## src/rtl/mac_pkg.sv

```systemverilog
// Shared definitions for the MAC accumulator: FSM states, default width,
// and the Mode input encoding.
package mac_pkg;

  localparam int ACC_W_DEFAULT = 32;

  // Mode input encoding
  localparam logic MODE_WIDE = 1'b0;  // one 16-bit product, full-width sum
  localparam logic MODE_DUAL = 1'b1;  // two independent 8-bit lane products

  typedef enum logic [1:0] {
    IDLE,
    ACCUM,
    HOLD
  } state_t;

endpackage

```

## src/rtl/mac_accumulator_sat_adder.sv

```systemverilog
// Saturating adder slice. With i_sat_en low it behaves as a plain adder
// (carry-in honoured), so two slices can be chained into one wide adder
// where only the top slice decides saturation.
module sat_adder #(
  parameter int W = 16
) (
  input  logic [W-1:0] i_a,
  input  logic [W-1:0] i_b,
  input  logic         i_cin,
  input  logic         i_signed,
  input  logic         i_sat_en,
  output logic [W-1:0] o_sum,
  output logic         o_sat
);

  logic [W:0] w_raw;
  logic       w_ovf;

  assign w_raw = {1'b0, i_a} + {1'b0, i_b} + {{W{1'b0}}, i_cin};

  // Overflow detection and clamp selection for this slice
  always_comb begin
    // NOTE: every output of a combinational block gets a default first so no latch is inferred.
    o_sum = w_raw[W-1:0];
    w_ovf = 1'b0;
    if (i_signed) begin
      w_ovf = (i_a[W-1] == i_b[W-1]) && (w_raw[W-1] != i_a[W-1]);
    end else begin
      w_ovf = w_raw[W];
    end
    o_sat = i_sat_en & w_ovf;
    if (o_sat) begin
      // Signed overflow only happens when both operands share a sign,
      // so the sign of i_a picks max or min.
      o_sum = i_signed ? {i_a[W-1], {(W-1){~i_a[W-1]}}} : {W{1'b1}};
    end
  end

endmodule

```

## src/rtl/mac_accumulator.sv

```systemverilog
// Multiply-accumulate back end: sums a run of Len products from an 8x8
// multiplier, either as one wide value or as two independent lanes, with
// per-addition saturation and a sticky Overflow flag.
module mac_accumulator
  import mac_pkg::*;
#(
  parameter int ACC_W = ACC_W_DEFAULT,
  parameter int LEN_W = 8
) (
  input  logic             clk,
  input  logic             rst,
  input  logic             Mode,
  input  logic             Sign,
  input  logic [LEN_W-1:0] Len,
  input  logic [15:0]      Product,
  input  logic             In_valid,
  output logic             In_ready,
  output logic [ACC_W-1:0] Acc_out,
  output logic             Out_valid,
  input  logic             Out_ready,
  output logic             Overflow
);

  localparam int H = ACC_W / 2;

  state_t           r_state;
  logic             r_mode;
  logic             r_sign;
  logic [LEN_W-1:0] r_len;
  logic [LEN_W-1:0] r_count;
  logic [ACC_W-1:0] r_acc;
  logic             r_ovf;
  logic             r_in_ready;
  logic             r_out_valid;

  logic             w_accept;
  logic             w_mode;
  logic             w_sign;
  logic [LEN_W-1:0] w_len_eff;
  logic [LEN_W-1:0] w_count_nxt;
  logic [ACC_W-1:0] w_ext16;
  logic [H-1:0]     w_ext_hi8;
  logic [H-1:0]     w_ext_lo8;
  logic [ACC_W-1:0] w_operand;
  logic [ACC_W-1:0] w_base;
  logic [H-1:0]     w_lo_sum;
  logic [H-1:0]     w_hi_sum;
  logic [H-1:0]     w_lo_final;
  logic             w_lo_sat;
  logic             w_hi_sat;
  logic             w_lo_cout;
  logic             w_wide;
  logic [ACC_W-1:0] w_next_acc;
  logic             w_sat;

  assign w_accept    = In_valid & r_in_ready;
  // The first beat uses the live controls; later beats use the latched copy.
  assign w_mode      = (r_state == IDLE) ? Mode : r_mode;
  assign w_sign      = (r_state == IDLE) ? Sign : r_sign;
  assign w_wide      = (w_mode == MODE_WIDE);
  assign w_len_eff   = (Len == '0) ? LEN_W'(1) : Len;
  assign w_count_nxt = r_count + LEN_W'(1);

  assign w_ext16   = {{(ACC_W-16){w_sign & Product[15]}}, Product};
  assign w_ext_hi8 = {{(H-8){w_sign & Product[15]}}, Product[15:8]};
  assign w_ext_lo8 = {{(H-8){w_sign & Product[7]}}, Product[7:0]};
  assign w_operand = w_wide ? w_ext16 : {w_ext_hi8, w_ext_lo8};

  // Starting from zero on the first beat makes "load" the same path as "add".
  assign w_base = (r_state == IDLE) ? '0 : r_acc;

  sat_adder #(.W(H)) u_lane0 (
    .i_a      (w_base[H-1:0]),
    .i_b      (w_operand[H-1:0]),
    .i_cin    (1'b0),
    .i_signed (w_sign),
    .i_sat_en (~w_wide),
    .o_sum    (w_lo_sum),
    .o_sat    (w_lo_sat)
  );

  // Unsaturated lower sum wrapped below its addend exactly when it carried out.
  assign w_lo_cout = (w_lo_sum < w_base[H-1:0]);

  sat_adder #(.W(H)) u_lane1 (
    .i_a      (w_base[ACC_W-1:H]),
    .i_b      (w_operand[ACC_W-1:H]),
    .i_cin    (w_wide & w_lo_cout),
    .i_signed (w_sign),
    .i_sat_en (1'b1),
    .o_sum    (w_hi_sum),
    .o_sat    (w_hi_sat)
  );

  // In wide mode a clamp in the upper slice must also fill the lower slice.
  assign w_lo_final = (w_wide && w_hi_sat)
                    ? (w_sign ? {H{~w_base[ACC_W-1]}} : {H{1'b1}})
                    : w_lo_sum;
  assign w_next_acc = {w_hi_sum, w_lo_final};
  assign w_sat      = w_hi_sat | w_lo_sat;

  // Control FSM, accumulator and registered handshake outputs
  always_ff @(posedge clk) begin
    // NOTE: sequential state uses non-blocking assignments so every register samples pre-edge values.
    if (rst) begin
      r_state     <= IDLE;
      r_mode      <= MODE_WIDE;
      r_sign      <= 1'b0;
      r_len       <= '0;
      r_count     <= '0;
      r_acc       <= '0;
      r_ovf       <= 1'b0;
      r_in_ready  <= 1'b1;
      r_out_valid <= 1'b0;
    end else begin
      case (r_state)
        IDLE: begin
          if (w_accept) begin
            r_mode  <= Mode;
            r_sign  <= Sign;
            r_len   <= w_len_eff;
            r_acc   <= w_next_acc;
            r_ovf   <= 1'b0;
            r_count <= LEN_W'(1);
            if (w_len_eff == LEN_W'(1)) begin
              r_state     <= HOLD;
              r_in_ready  <= 1'b0;
              r_out_valid <= 1'b1;
            end else begin
              r_state <= ACCUM;
            end
          end
        end
        ACCUM: begin
          if (w_accept) begin
            r_acc   <= w_next_acc;
            r_ovf   <= r_ovf | w_sat;
            r_count <= w_count_nxt;
            if (w_count_nxt == r_len) begin
              r_state     <= HOLD;
              r_in_ready  <= 1'b0;
              r_out_valid <= 1'b1;
            end
          end
        end
        HOLD: begin
          if (Out_ready) begin
            r_state     <= IDLE;
            r_in_ready  <= 1'b1;
            r_out_valid <= 1'b0;
          end
        end
        default: begin
          r_state     <= IDLE;
          r_in_ready  <= 1'b1;
          r_out_valid <= 1'b0;
        end
      endcase
    end
  end

  assign In_ready  = r_in_ready;
  assign Out_valid = r_out_valid;
  assign Acc_out   = r_acc;
  assign Overflow  = r_ovf;

endmodule

```

## config.mk

```make
export PLATFORM = sky130hd
export DESIGN_NAME = mac_accumulator
export DESIGN_NICKNAME = d
export VERILOG_FILES = /design/src/rtl/mac_pkg.sv /design/src/rtl/mac_accumulator_sat_adder.sv /design/src/rtl/mac_accumulator.sv
export SDC_FILE = /design/constraint.sdc
export NUM_CORES = 1
export LEC_CHECK = 0
export ABC_AREA = 1
export CAP_MARGIN = 10
export CELL_PAD_IN_SITES_DETAIL_PLACEMENT = 1
export CELL_PAD_IN_SITES_GLOBAL_PLACEMENT = 2
export CORE_MARGIN = 5
export CORE_UTILIZATION = 30
export DETAILED_ROUTE_END_ITERATION = 7
export PLACE_DENSITY = 0.84
export SETUP_SLACK_MARGIN = 0.15
export SYNTH_ARGS = -nofsm -noshare
export SYNTH_HDL_FRONTEND = slang
export SYNTH_SLANG_ARGS = --single-unit
export TNS_END_PERCENT = 20
```

## constraint.sdc

```tcl
create_clock -name clk -period 9.79 [get_ports clk]
set_input_delay 2.937 -clock clk [delete_from_list [all_inputs] [get_ports clk]]
set_output_delay 2.937 -clock clk [all_outputs]
set_load 0.01 [all_outputs]
```

Word level (Yosys, flattened, before mapping)
Index checks and enable logic that the tools add are counted.
Widths: inputs -> output; s select.
- add/sub/neg operators: 4
- order comparisons: 1
- eq/ne operators: 13
- muxes and demuxes: 37
- bitwise gates (word level): 10
- reduce and logical (&&, ||, !) cells: 12
- operator list (cell ; number):
    $mux 16 ; 6
    $add 16x16->17 ; 2
    $mux 32 ; 1
    $mux 24 ; 1
    $mux 8 ; 3
    $add 17x1->17 ; 1
    $lt 16x16->1 ; 1
    $mux 1 ; 16
    $pmux 8 s2 ; 1
    $mux 2 ; 5
    $add 8x1->8 const B ; 1
    $eq 8x1->1 const B ; 1
    $eq 8x8->1 ; 1
    $logic_not 8->1 ; 1
    $ne 2x2->1 const B ; 4
    $pmux 1 s3 ; 2
    $pmux 2 s3 ; 1
    $and 1x1->1 ; 5
    $reduce_and 5->1 ; 1
    $reduce_and 2->1 ; 2
    $reduce_and 4->1 ; 1
    $logic_and 1x1->1 ; 3
    $not 1->1 ; 3
    $reduce_and 3->1 ; 1
    10 further kinds ; 13
- register bits: 55
- input bits: 30
- output and inout port bits: 35
- word-level logic and storage cells: 86

Logic depth before layout (Yosys ltp)
- depth in word-level cells: 20
- mapped depth: 52
- mapped depth without buffers: 50

Modules after synthesis
A second synthesis with hierarchy kept.
- cells, all modules: 827
- area total of the unflattened synthesis: 5250.0 µm²
- modules (own cells, without submodules) (module ; instances ; cells each ; area each (µm²) ; seq. area each (µm²)):
    mac_accumulator ; 1 ; 467 ; 3119.2 ; 1101.1
    sat_adder at u_lane0 ; 1 ; 180 ; 1067.3 ; 0.0
    sat_adder at u_lane1 ; 1 ; 180 ; 1063.5 ; 0.0

Worst setup path before layout
Ideal clock, no wire load.
- kind: input -> register
- start point: in Mode
- end point: reg r_acc[17] (netlist: Acc_out[17])
- setup time: 113 ps
- arrival time: 7994 ps
- required time: 9677 ps
- slack: 1683 ps
- stages: 46
- path buffers: 3
- cells stage by stage: o21ai_1 inv_1 clkbuf_1 nand2_1 o21ai_0 inv_1 ha_1 nand2_1 nor2_1 nand2_1 nand3_1 nor2_1 nand2_1 nand2_1 nand3_1 nand2_2 nand3_4 nor2_2 (+10 left out) fa_1 inv_1 fa_1 nand2_1 inv_1 nand2_1 nand2_1 a31oi_1 o21ai_2 nand3_1 o2111ai_1 nand2_1 nand2_4 nand2_4 nand2_1 buf_2 o21ai_1 inv_1
- cells in the longest elaborated chain, start to end: 15
- elaborated cells between the ends (all ways): 18
- classes of those cells: add/sub: 3; order compare: 1; eq/ne: 3; mux: 6; bitwise: 3; reduce/logical: 2
- ends and longest elaborated chain (item ; line ; source):
    start: declaration ; mac_accumulator.sv:12 ; input logic Mode,
    $mux 1 * ; mac_accumulator.sv:58 ; assign w_mode = (r_state == IDLE) ? Mode : r_mode;
    $mux 24 ; mac_accumulator.sv:67 ; assign w_operand = w_wide ? w_ext16 : {w_ext_hi8, w_ext_lo8};
    $add 16x16->17 ; mac_accumulator_sat_adder.sv:19 ; assign w_raw = {1'b0, i_a} + {1'b0, i_b} + {{W{1'b0}}, i_cin};
    $ne 1x1->1 ; mac_accumulator_sat_adder.sv:27 ; w_ovf = (i_a[W-1] == i_b[W-1]) && (w_raw[W-1] != i_a[W-1]);
    $logic_and 1x1->1 ; mac_accumulator_sat_adder.sv:27 ;
    $mux 1 ; mac_accumulator_sat_adder.sv:26 ; if (i_signed) begin
    $and 1x1->1 ; mac_accumulator_sat_adder.sv:31 ; o_sat = i_sat_en & w_ovf;
    $mux 16 ; mac_accumulator_sat_adder.sv:32 ; if (o_sat) begin
    $lt 16x16->1 ; mac_accumulator.sv:83 ; assign w_lo_cout = (w_lo_sum < w_base[H-1:0]);
    $and 1x1->1 ; mac_accumulator.sv:88 ; .i_cin (w_wide & w_lo_cout),
    $add 17x1->17 * ; mac_accumulator_sat_adder.sv:19 ;
    $ne 1x1->1 ; mac_accumulator_sat_adder.sv:27 ;
    $logic_and 1x1->1 ; mac_accumulator_sat_adder.sv:27 ;
    $mux 1 ; mac_accumulator_sat_adder.sv:26 ;
    $mux 16 * ; mac_accumulator_sat_adder.sv:32 ;
    end signal: assignment ; mac_accumulator.sv:122 ; r_acc <= w_next_acc;
    end signal: assignment ; mac_accumulator.sv:136 ; r_acc <= w_next_acc;
    end: declaration ; mac_accumulator.sv:31 ; logic [ACC_W-1:0] r_acc;
Every way passes the cells marked *; elsewhere a longest branch is shown, timed or not.
A chain may end at the register's enable or synchronous reset.

Worst setup path in the final report
- start point: in Sign
- end point: reg r_acc[16] (netlist: Acc_out[16])
- cells in the longest elaborated chain, start to end: 16
- elaborated cells between the ends (all ways): 22
- classes of those cells: add/sub: 3; order compare: 1; eq/ne: 4; mux: 8; bitwise: 4; reduce/logical: 2
- ends and longest elaborated chain (item ; line ; source):
    start: declaration ; mac_accumulator.sv:13 ; input logic Sign,
    $mux 1 * ; mac_accumulator.sv:59 ; assign w_sign = (r_state == IDLE) ? Sign : r_sign;
    $and 1x1->1 ; mac_accumulator.sv:66 ; assign w_ext_lo8 = {{(H-8){w_sign & Product[7]}}, Product[7:0]};
    $mux 24 ; mac_accumulator.sv:67 ;
    $add 16x16->17 ; mac_accumulator_sat_adder.sv:19 ;
    $ne 1x1->1 ; mac_accumulator_sat_adder.sv:27 ;
    $logic_and 1x1->1 ; mac_accumulator_sat_adder.sv:27 ;
    $mux 1 ; mac_accumulator_sat_adder.sv:26 ;
    $and 1x1->1 ; mac_accumulator_sat_adder.sv:31 ;
    $mux 16 ; mac_accumulator_sat_adder.sv:32 ;
    $lt 16x16->1 ; mac_accumulator.sv:83 ;
    $and 1x1->1 ; mac_accumulator.sv:88 ;
    $add 17x1->17 ; mac_accumulator_sat_adder.sv:19 ;
    $ne 1x1->1 ; mac_accumulator_sat_adder.sv:27 ;
    $logic_and 1x1->1 ; mac_accumulator_sat_adder.sv:27 ;
    $mux 1 ; mac_accumulator_sat_adder.sv:26 ;
    $mux 16 * ; mac_accumulator_sat_adder.sv:32 ;
Marked as above.

==> impl_metrics.tcl <==
set metrics [dict create \
    cts_tree "yes" \
    finalNetCount 885 \
    pin_count 65 \
    totalWireLength_mm 15.21 \
    dp_cells 1010 \
    timing.hold.ws_ps 462.7 \
    drive_above_1_share_pct 6.328 \
    synth_top_area_share_pct 22.89 \
    slowest_stage "clkdlybuf4s50_1" \
    yosysTopAreaCell "dfxtp_1" \
    cts.path.max_buffers 2 \
    fmax_mhz 112.0 \
    drtIter0Drc 239 \
    hp-class "reg2reg" \
    synthArstFlopShare_pct 0 \
    n_antenna_cell 0 \
    synthXorXnorAreaFrac_pct 6.736 \
    synth.top_cells.by_area "dfxtp_1, nand2_1, ha_1" \
    cts_buffers 5 \
    grt_pass1_wl_mm 25.47 \
    start_util_pct 30.40 \
    numPortBuffers 64 \
    combPwrFrac_pct 62.4 \
    ys_ff_latch 55 \
    h-tree-depth 2 \
    p_leak_uw 0.002937 \
    worstSkewPairLatency_ps 310 \
    dp_hpwl_mm 12.13 \
    powerDensity_nw_per_um2 227.3 \
    syn_avg_cell_area_um2 6.440 \
    cap_viol_max_count 0 \
    grt_pass1_vias 5239 \
    viasPerCell 4.821 \
    synth_top_flop_cell "dfxtp_1" \
    worstSetupPathType "in2reg" \
    path_clk_slew_ps 80 \
    syn2layout_area_growth_pct 21.61 \
    fp.coreArea_um2 15830 \
    grt_max_degree 29 \
    synthSimpleGateAreaFrac_pct 24.94 \
    grt_usage_pct 16.86 \
    synth.distinct_cells 44 \
    required_ps 9990 \
    worstPathArrival_ps 9120 \
    hold_viol 0 \
    overflow 0 \
    tightest_slew_ps 782.8 \
    synth_common_cells "nand2_1, inv_1, nor2_1" \
    fin_cells 1022 \
    layout_min_cycle_time_ps 8925 \
    critPathLaunchType "input pin" \
    synth_compound_area_share_pct 20.16 \
    gp_congestion 0.8645 \
    ys_seq_area_share_pct 22.89 \
    setup_viol 0 \
    syn_area_um2 4811 \
    worst_setup_path_end_kind "flop" \
    p_switching_uw 634.7 \
    finalSetupTns_ps 0 \
    sw_frac_of_total_pct 47.73 \
    critPathMostFrequentCell "nand2_1" \
    syn_inst 747 \
    critical_path.max_stage_delay_ps 480 \
    yosysMostFrequentCell "nand2_1" \
    p_int_uw 695.2 \
    relSlewSlack_pct 47.76 \
    synth_top_family_by_area "simple AND/OR/NAND/NOR gates" \
    yosysWarnings 0 \
    antenna_found_initial 0 \
    synthAdderAreaFrac_pct 13.47 \
    rows 46 \
    maxSlewViolCount 0 \
    dr.pass1.iters 4 \
    synth.net_count 827 \
    critPathMaxFanout 17 \
    power_uw 1330 \
    synth_edf_count 0 \
    fin_worst_skew_ps 11.50 \
    rsz0062_at_grt "yes" \
    cts.sinks 55 \
    die_y_um 136.6 \
    vias 4927 \
    min_period_over_period_pct 91.16 \
    ant_nets 0 \
    avgRoutedWirePerCell_um 14.88 \
    clockPowerShare_pct 14.7 \
    ir_worst_vdd_v 0.00008711 \
    drc 0 \
    dieArea_um2 18670 \
    finalInstanceArea_um2 5851 \
    die_w_um 136.6 \
    synth_mux_area_share_pct 0 \
    cts_root_buf "clkbuf_16" \
    status "completed" \
    dpl-instance-area_um2 5653 \
    p_seq_share_pct 22.8 \
]
==> placed cells by master, fill, tap and decap left out, types with 2 or more instances in the layout <==
| master | instances |
|---|---|
| a211oi_1 | 3 |
| a21boi_0 | 2 |
| a21o_1 | 3 |
| a21oi_1 | 64 |
| a21oi_2 | 10 |
| a31oi_1 | 3 |
| a31oi_2 | 2 |
| buf_4 | 8 |
| clkbuf_16 | 5 |
| clkdlybuf4s50_1 | 64 |
| dfxtp_1 | 55 |
| fa_1 | 3 |
| ha_1 | 47 |
| inv_1 | 118 |
| inv_2 | 6 |
| nand2_1 | 163 |
| nand2_2 | 3 |
| nand2_4 | 3 |
| nand3_1 | 24 |
| nand4_1 | 5 |
| nor2_1 | 73 |
| nor2_2 | 2 |
| nor3_1 | 4 |
| nor4_1 | 3 |
| o21ai_0 | 56 |
| o21ai_1 | 16 |
| o21ai_2 | 4 |
| o21bai_1 | 2 |
| or2_2 | 2 |
| xnor2_1 | 19 |
| xor2_1 | 18 |
==> power groups by stage <==
stage | sequential (uW) | combinational (uW) | clock, uW
floorplan | 318 | 551 | 0
global placement | 309 | 794 | 0
detailed placement | 310 | 821 | 0
CTS | 305 | 827 | 202
global route | 311 | 947 | 210
finish | 304 | 830 | 196
==> per-layer routing <==
layer / part of all wire, % / wire length (um) / up-vias / track usage, %
met5: 0 / 0 / - / 0
met4: 0.91 / 138 / 0 / 2.744
met3: 3.0 / 449 / 8 / 2.500
met2: 50 / 7575 / 62 / 30.83
met1: 46 / 7041 / 2343 / 21.20
li1: - / - / 2514 / -
==> stage by stage <==
| step | util (%) | setup slack [ps] |
|---|---|---|
| 6_report | 36.96 | 865.2 |
| 5_1_grt | 36.96 | 123.0 |
| 4_1_cts | 36.66 | 291.5 |
| 3_5_place_dp | 35.72 | -25.80 |
| 3_3_place_gp | 35.72 | 339.5 |
| 2_1_floorplan | - | 1683 |
==> worst paths after layout <==
path | start | end | slack, ps | cells past startpoint
setup / recovery | Sign | Acc_out[16] | 870 | 45
hold / removal | r_mode | r_mode | 460 | 2
setup reg to reg | r_state[1] | Acc_out[16] | 2670 | 45
hold reg to reg | r_mode | r_mode | 460 | 2
==> worst max-delay path: cells and delay by family <==
family / cells / cell delay, ps
fa+ha+maj: 4 / 1130
buf+inv: 7 / 920
simple gates: 25 / 2680
compound gates: 9 / 1470
==> layout make-up <==
cell class | count | area, um^2
Tap cell | 216 | 270.3
Clock buffer | 5 | 125.1
Clock inverter | 3 | 23.77
Fill cell | 2070 | 9977
Multi-Input combinational cell | 546 | 3158
Timing Repair Buffer | 72 | 700.7
Sequential cell | 55 | 1101
Inverter | 125 | 471.7
==> cells by family (layout without fill, tap and decap cells) <==
kind of cell	Yosys count	count (layout)
simple gates	288	288
flops	55	55
fa+ha+maj	50	50
buf+inv	146	205
xor+xnor	37	37
compound gates	171	171
==> registers in the layout, summed over array words and instances (netlist names) <==
register	count
In_ready	1
r_count	8
r_state	2
r_mode	1
Overflow	1
r_sign	1
r_len	8
Acc_out	32
Out_valid	1
==> timing repair <==
item / in CTS / in global routing
setup buffers: 0 / 4
resized for setup: 0 / 10
hold buffers: 0 / 0
setup endpoints to repair: 0 / 33
(Power assumes the default switching activity.)
==> edit 1: new RTL, same settings <==
Set the package constant `ACC_W_DEFAULT` to 64 (it was 32).
--- a/src/rtl/mac_pkg.sv
+++ b/src/rtl/mac_pkg.sv
@@ -2,7 +2,7 @@
 // and the Mode input encoding.
 package mac_pkg;
 
-  localparam int ACC_W_DEFAULT = 32;
+  localparam int ACC_W_DEFAULT = 64;
 
   // Mode input encoding
   localparam logic MODE_WIDE = 1'b0;  // one 16-bit product, full-width sum
Ports: changed (resized Acc_out); port bits go from 65 to 97. The function was not compared with the original's and may differ.
==> edit 1 against the original RTL <==
- setup slack got worse by 0.60 ns
- non-clock buffer count rose by 224
- wire length rose by 130%
- die area rose by 73%
- sequential share of layout area fell by 4.8 points
- area after synthesis rose by 80%
- worst hold slack improved by 0.0072 ns
- total power rose by 100%
- cell count rose by 100%
- maximum frequency fell by 6.3%
- design area rose by 110%
- sequential cell count rose by 32
- highest routed layer is now met5
==> edit 1: results (changes against the original RTL) <==
[metrics] IO Port Bufs: 96 (+50%)
[metrics] CP Data Arrival Time: 9.78 ns (+0.66 ns)
[metrics] maximum number of pins on one net before global-route repair: 69 (+140%)
[metrics] fraction of registers with async set or reset after synthesis: 0% (unchanged)
[metrics] type of the most critical hold path: reg -> reg
[metrics] antenna violations before repair: 2 (+2)
[metrics] Pre-antenna DRT Iters: 5 (+1)
[metrics] Mapped Nets: 1488 (+80%)
[metrics] register clock-pin slew on the reported worst setup and hold paths: 0.07 ns
[metrics] initial DRC count: 555 (+130%)
[metrics] Net count, final: 1746 (+97%)
[metrics] number of buffers created by CTS: 9 (+4)
[metrics] Clk Tree Root Cell: clkbuf_16
[metrics] number of remaining DRC errors: 0 (unchanged)
[metrics] headroom to the max-slew limit: 36.15% (-12 points)
[metrics] clk_lat worst skew: 0.37 ns (+0.06 ns)
[metrics] WL per Instance: 16.92 µm (+14%)
[metrics] filler instances: 3677 (+78%)
[metrics] most common library cells after synthesis: nand2_1 (366), inv_1 (174), nor2_1 (115)
[metrics] Detailed Place HPWL: 24550 µm (+100%)
[metrics] max FFs per register: 64 (+100%)
[metrics] total track usage: 19.20% (+2.3 points)
[metrics] number of buffers between clock root and the deepest sink: 2 (unchanged)
[metrics] Seq/Total Area, Yosys: 20.10% (-2.8 points)
[metrics] worst slack at placement: -0.7368 ns (-0.7110 ns)
[metrics] Crit path largest cell delay: 0.49 ns
[metrics] number of vias per cell: 4.995 (+3.6%)
[metrics] number of global-route vias before repair: 10350 (+98%)
[metrics] routability-driven placement congestion ratio: 0.8743 (+1.1%)
[metrics] number of distinct library cell variants in the gate-level netlist after synthesis: 56 (+27%)
[metrics] clock skew: 0.01671 ns (+0.005215 ns)
[metrics] worst vdd rail ir drop: 0.09495 mV (+9.0%)
[metrics] Synth Warn #: 0 (unchanged)
[metrics] fraction of layout instances using a drive strength above 1: 25.44% (+19 points)
[metrics] leakage: 6.290 nW (+110%)
[metrics] most area-consuming cells after synthesis: dfxtp_1 (20%), nand2_1 (16%), ha_1 (9.1%)
[metrics] main flop type after synthesis: dfxtp_1
[metrics] Antenna Diode Count: 0 (unchanged)
[metrics] run status: complete, no violations
[metrics] number of levels the H-tree was split into: 3 (+1)
[metrics] global-route wire length before repair: 52510 µm (+110%)
[metrics] Crit Path Max Fanout: 5 (-12)
## edit 1: area by class of cell
cell class	count	area [µm²]	area share, %
timing repair buffer	296	2699	21.76
clock buffer	11	252.7	2.038
multi-input combinational	1042	6372	51.37
tap	384	480.5	3.873
sequential	87	1742	14.04
inverter	214	813.3	6.556
clock inverter	5	45.04	0.3631
## edit 1: worst min-delay path: cells and delay by family (launching register included)
family / cells / cell delay, ns
simple gates: 1 / 0.06
flops: 1 / 0.31
compound gates: 1 / 0.05
## edit 1: final timing paths
check,cells past startpoint,endpoint,start,slack [ns]
worst max-delay path,47,Acc_out[56],Product[10],0.27
worst min-delay path,2,r_count[6],r_count[6],0.47
worst max register to register,50,Acc_out[56],r_state[1],1.69
worst min register to register,2,r_count[6],r_count[6],0.47
## edit 1: where the power goes
group          switching (mW)  total [mW]  internal, mW
combinational            1.00        1.84         0.836
sequential             0.0730       0.501         0.428
clock                   0.183       0.375         0.192
## edit 1: timing repair
action / CTS / global route
resized for setup: 24 / 157
endpoints found under the setup margin: 65 / 65
setup buffers: 8 / 29
pin swaps: 13 / 61
cloned: 1 / 6
## edit 1: routing by layer
| metal | global-route usage [%] | part of all wire, % | vias up |
|---|---|---|---|
| li1 | - | - | 5041 |
| met3 | 2.910 | 3.4 | 51 |
| met2 | 32.59 | 47 | 181 |
| met5 | 0 | 0.078 | - |
| met1 | 25.63 | 47 | 4907 |
| met4 | 4.755 | 2.5 | 4 |
## edit 1: stage by stage
step                      utilization [%]  cells  power [mW]  cell area [µm²]  TNS (ns)
after floorplan                         -   1392       1.438             8666         0
after global placement              38.55   1979       2.067            11040    -25.37
after detailed placement            38.55   1979       2.106            11040    -41.68
after CTS                           40.21   2004       2.519            11510         0
after global routing                43.33   2039       2.941            12400    -1.982
final                               43.33   2039       2.716            12400         0
## edit 1: cells by family after synthesis
family                   Yosys count  share of synthesized area, %
AO/OA/AOI/OAI                    303                         20.10
adder cells (fa/ha/maj)           66                         9.789
buffers and inverters            263                         12.88
flip-flops                        87                         20.10
AND/OR/NAND/NOR                  609                         30.67
XOR/XNOR                          64                         6.468
==> edit 2: new RTL, config.mk and constraints unchanged <==
Made on the original files. Make the reset (`rst`) asynchronous in one clocked block.
--- a/src/rtl/mac_accumulator.sv
+++ b/src/rtl/mac_accumulator.sv
@@ -100,7 +100,7 @@
   assign w_sat      = w_hi_sat | w_lo_sat;
 
   // Control FSM, accumulator and registered handshake outputs
-  always_ff @(posedge clk) begin
+  always_ff @(posedge clk or posedge rst) begin
     // NOTE: sequential state uses non-blocking assignments so every register samples pre-edge values.
     if (rst) begin
       r_state     <= IDLE;
Behaviour: differs if rst is asserted again (counterexample within 4 cycles, from zero or initial values and one cycle with rst high); with rst held inactive, the same outputs for 4 cycles.
==> edit 2 against the original RTL <==
- design area increased by 4.1%
- via count decreased by 4.1%
- sequential cell count unchanged
- setup slack improved by 0.035 ns
- die area increased by 4.2%
- wire length decreased by 0.72%
- area after synthesis increased by 4.6%
Power is left out: the tool's default activity adds up to more than one toggle a clock period on the data nets, which glitch-free logic cannot reach.
==> edit 2: results (changes against the original RTL) <==
[metrics] Seq/Total Area, Yosys: 27.39% (+4.5 points)
[metrics] fraction of registers with async set or reset after synthesis: 100.0% (+100 points)
[metrics] Net count, final: 858 (-3.1%)
[metrics] CP startpoint: Mode
[metrics] met1 wire length: 7201 µm (+2.3%)
[metrics] cells on worst reg2reg path: 43 (-4.4%)
[metrics] most common library cells after synthesis: nand2_1 (170), inv_1 (121), nor2_1 (59)
[metrics] Hold Worst Slack: 0.4847 ns (+0.02208 ns)
[metrics] filler instances: 2079 (+0.43%)
[metrics] met3 Track Usage GR: 1.887% (-0.61 points)
[metrics] WL per Instance: 15.11 µm (+1.6%)
[metrics] number of distinct library cell variants in the gate-level netlist after synthesis: 49 (+11%)
[metrics] number of global-route vias before repair: 5035 (-3.9%)
[metrics] Crit path largest cell delay: 0.46 ns (-0.02 ns)
[metrics] share of the synthesized area in compound gates (AO/OA/AOI/OAI): 18.21% (-1.9 points)
[metrics] startpoint of the lowest-slack register-to-register path: r_state[0]
[metrics] area of the multi-input gates: 0.003080 mm² (-2.5%)
[metrics] global routing met1 resource utilization: 20.42% (-0.77 points)
[metrics] Worst Hold Launch: In_ready
[metrics] buffering overhead: 11.99% (+0.018 points)
[metrics] Detailed Place HPWL: 12330 µm (+1.6%)
[metrics] headroom to the max-slew limit: 52.25% (+4.5 points)
[metrics] Inst Count DP: 984 (-2.6%)
[metrics] met2 capacity usage during global routing: 27.02% (-3.8 points)
[metrics] fraction of layout instances using a drive strength above 1: 8.087% (+1.8 points)
[metrics] run status: complete, no violations
[metrics] xor-xnor portion of the synthesized cell area: 5.572% (-1.2 points)
[metrics] worst slack at placement: 0.1846 ns (+0.2104 ns)
[metrics] global-route wire length before repair: 25240 µm (-0.92%)
[metrics] Synth Instances: 714 (-4.4%)
## edit 2: cell types whose count changed after synthesis, sizes merged, moves of 3 or more
cell,change
o21ai,-12
a22oi,+16
o22ai,+4
a21oi,-36
a31oi,+4
xor2,-3
nand2,+9
dfrtp,+54
clkbuf,-4
dfxtp,-55
nor2,-13
## edit 2: how the worst max path moves through the flow
stage                   to  slack [ns]
5_1_grt        Acc_out[12]        0.20
6_report       Acc_out[14]        0.90
4_1_cts        Acc_out[14]        0.49
2_1_floorplan   Acc_out[0]        1.63
3_3_place_gp   Acc_out[12]        0.53
3_5_place_dp   Acc_out[14]        0.18
## edit 2: timing repair
action / in CTS / in global routing
hold endpoints to repair: 0 / 0
hold buffers: 0 / 0
setup buffers: 0 / 7
setup endpoints to repair: 0 / 33
gates resized for setup: 0 / 1
## edit 2: critical path, delay by kind of cell
family / cells / cell delay (ns)
fa+ha+maj: 4 / 1.27
simple gates: 22 / 2.25
compound gates: 10 / 1.46
buf+inv: 8 / 1.21
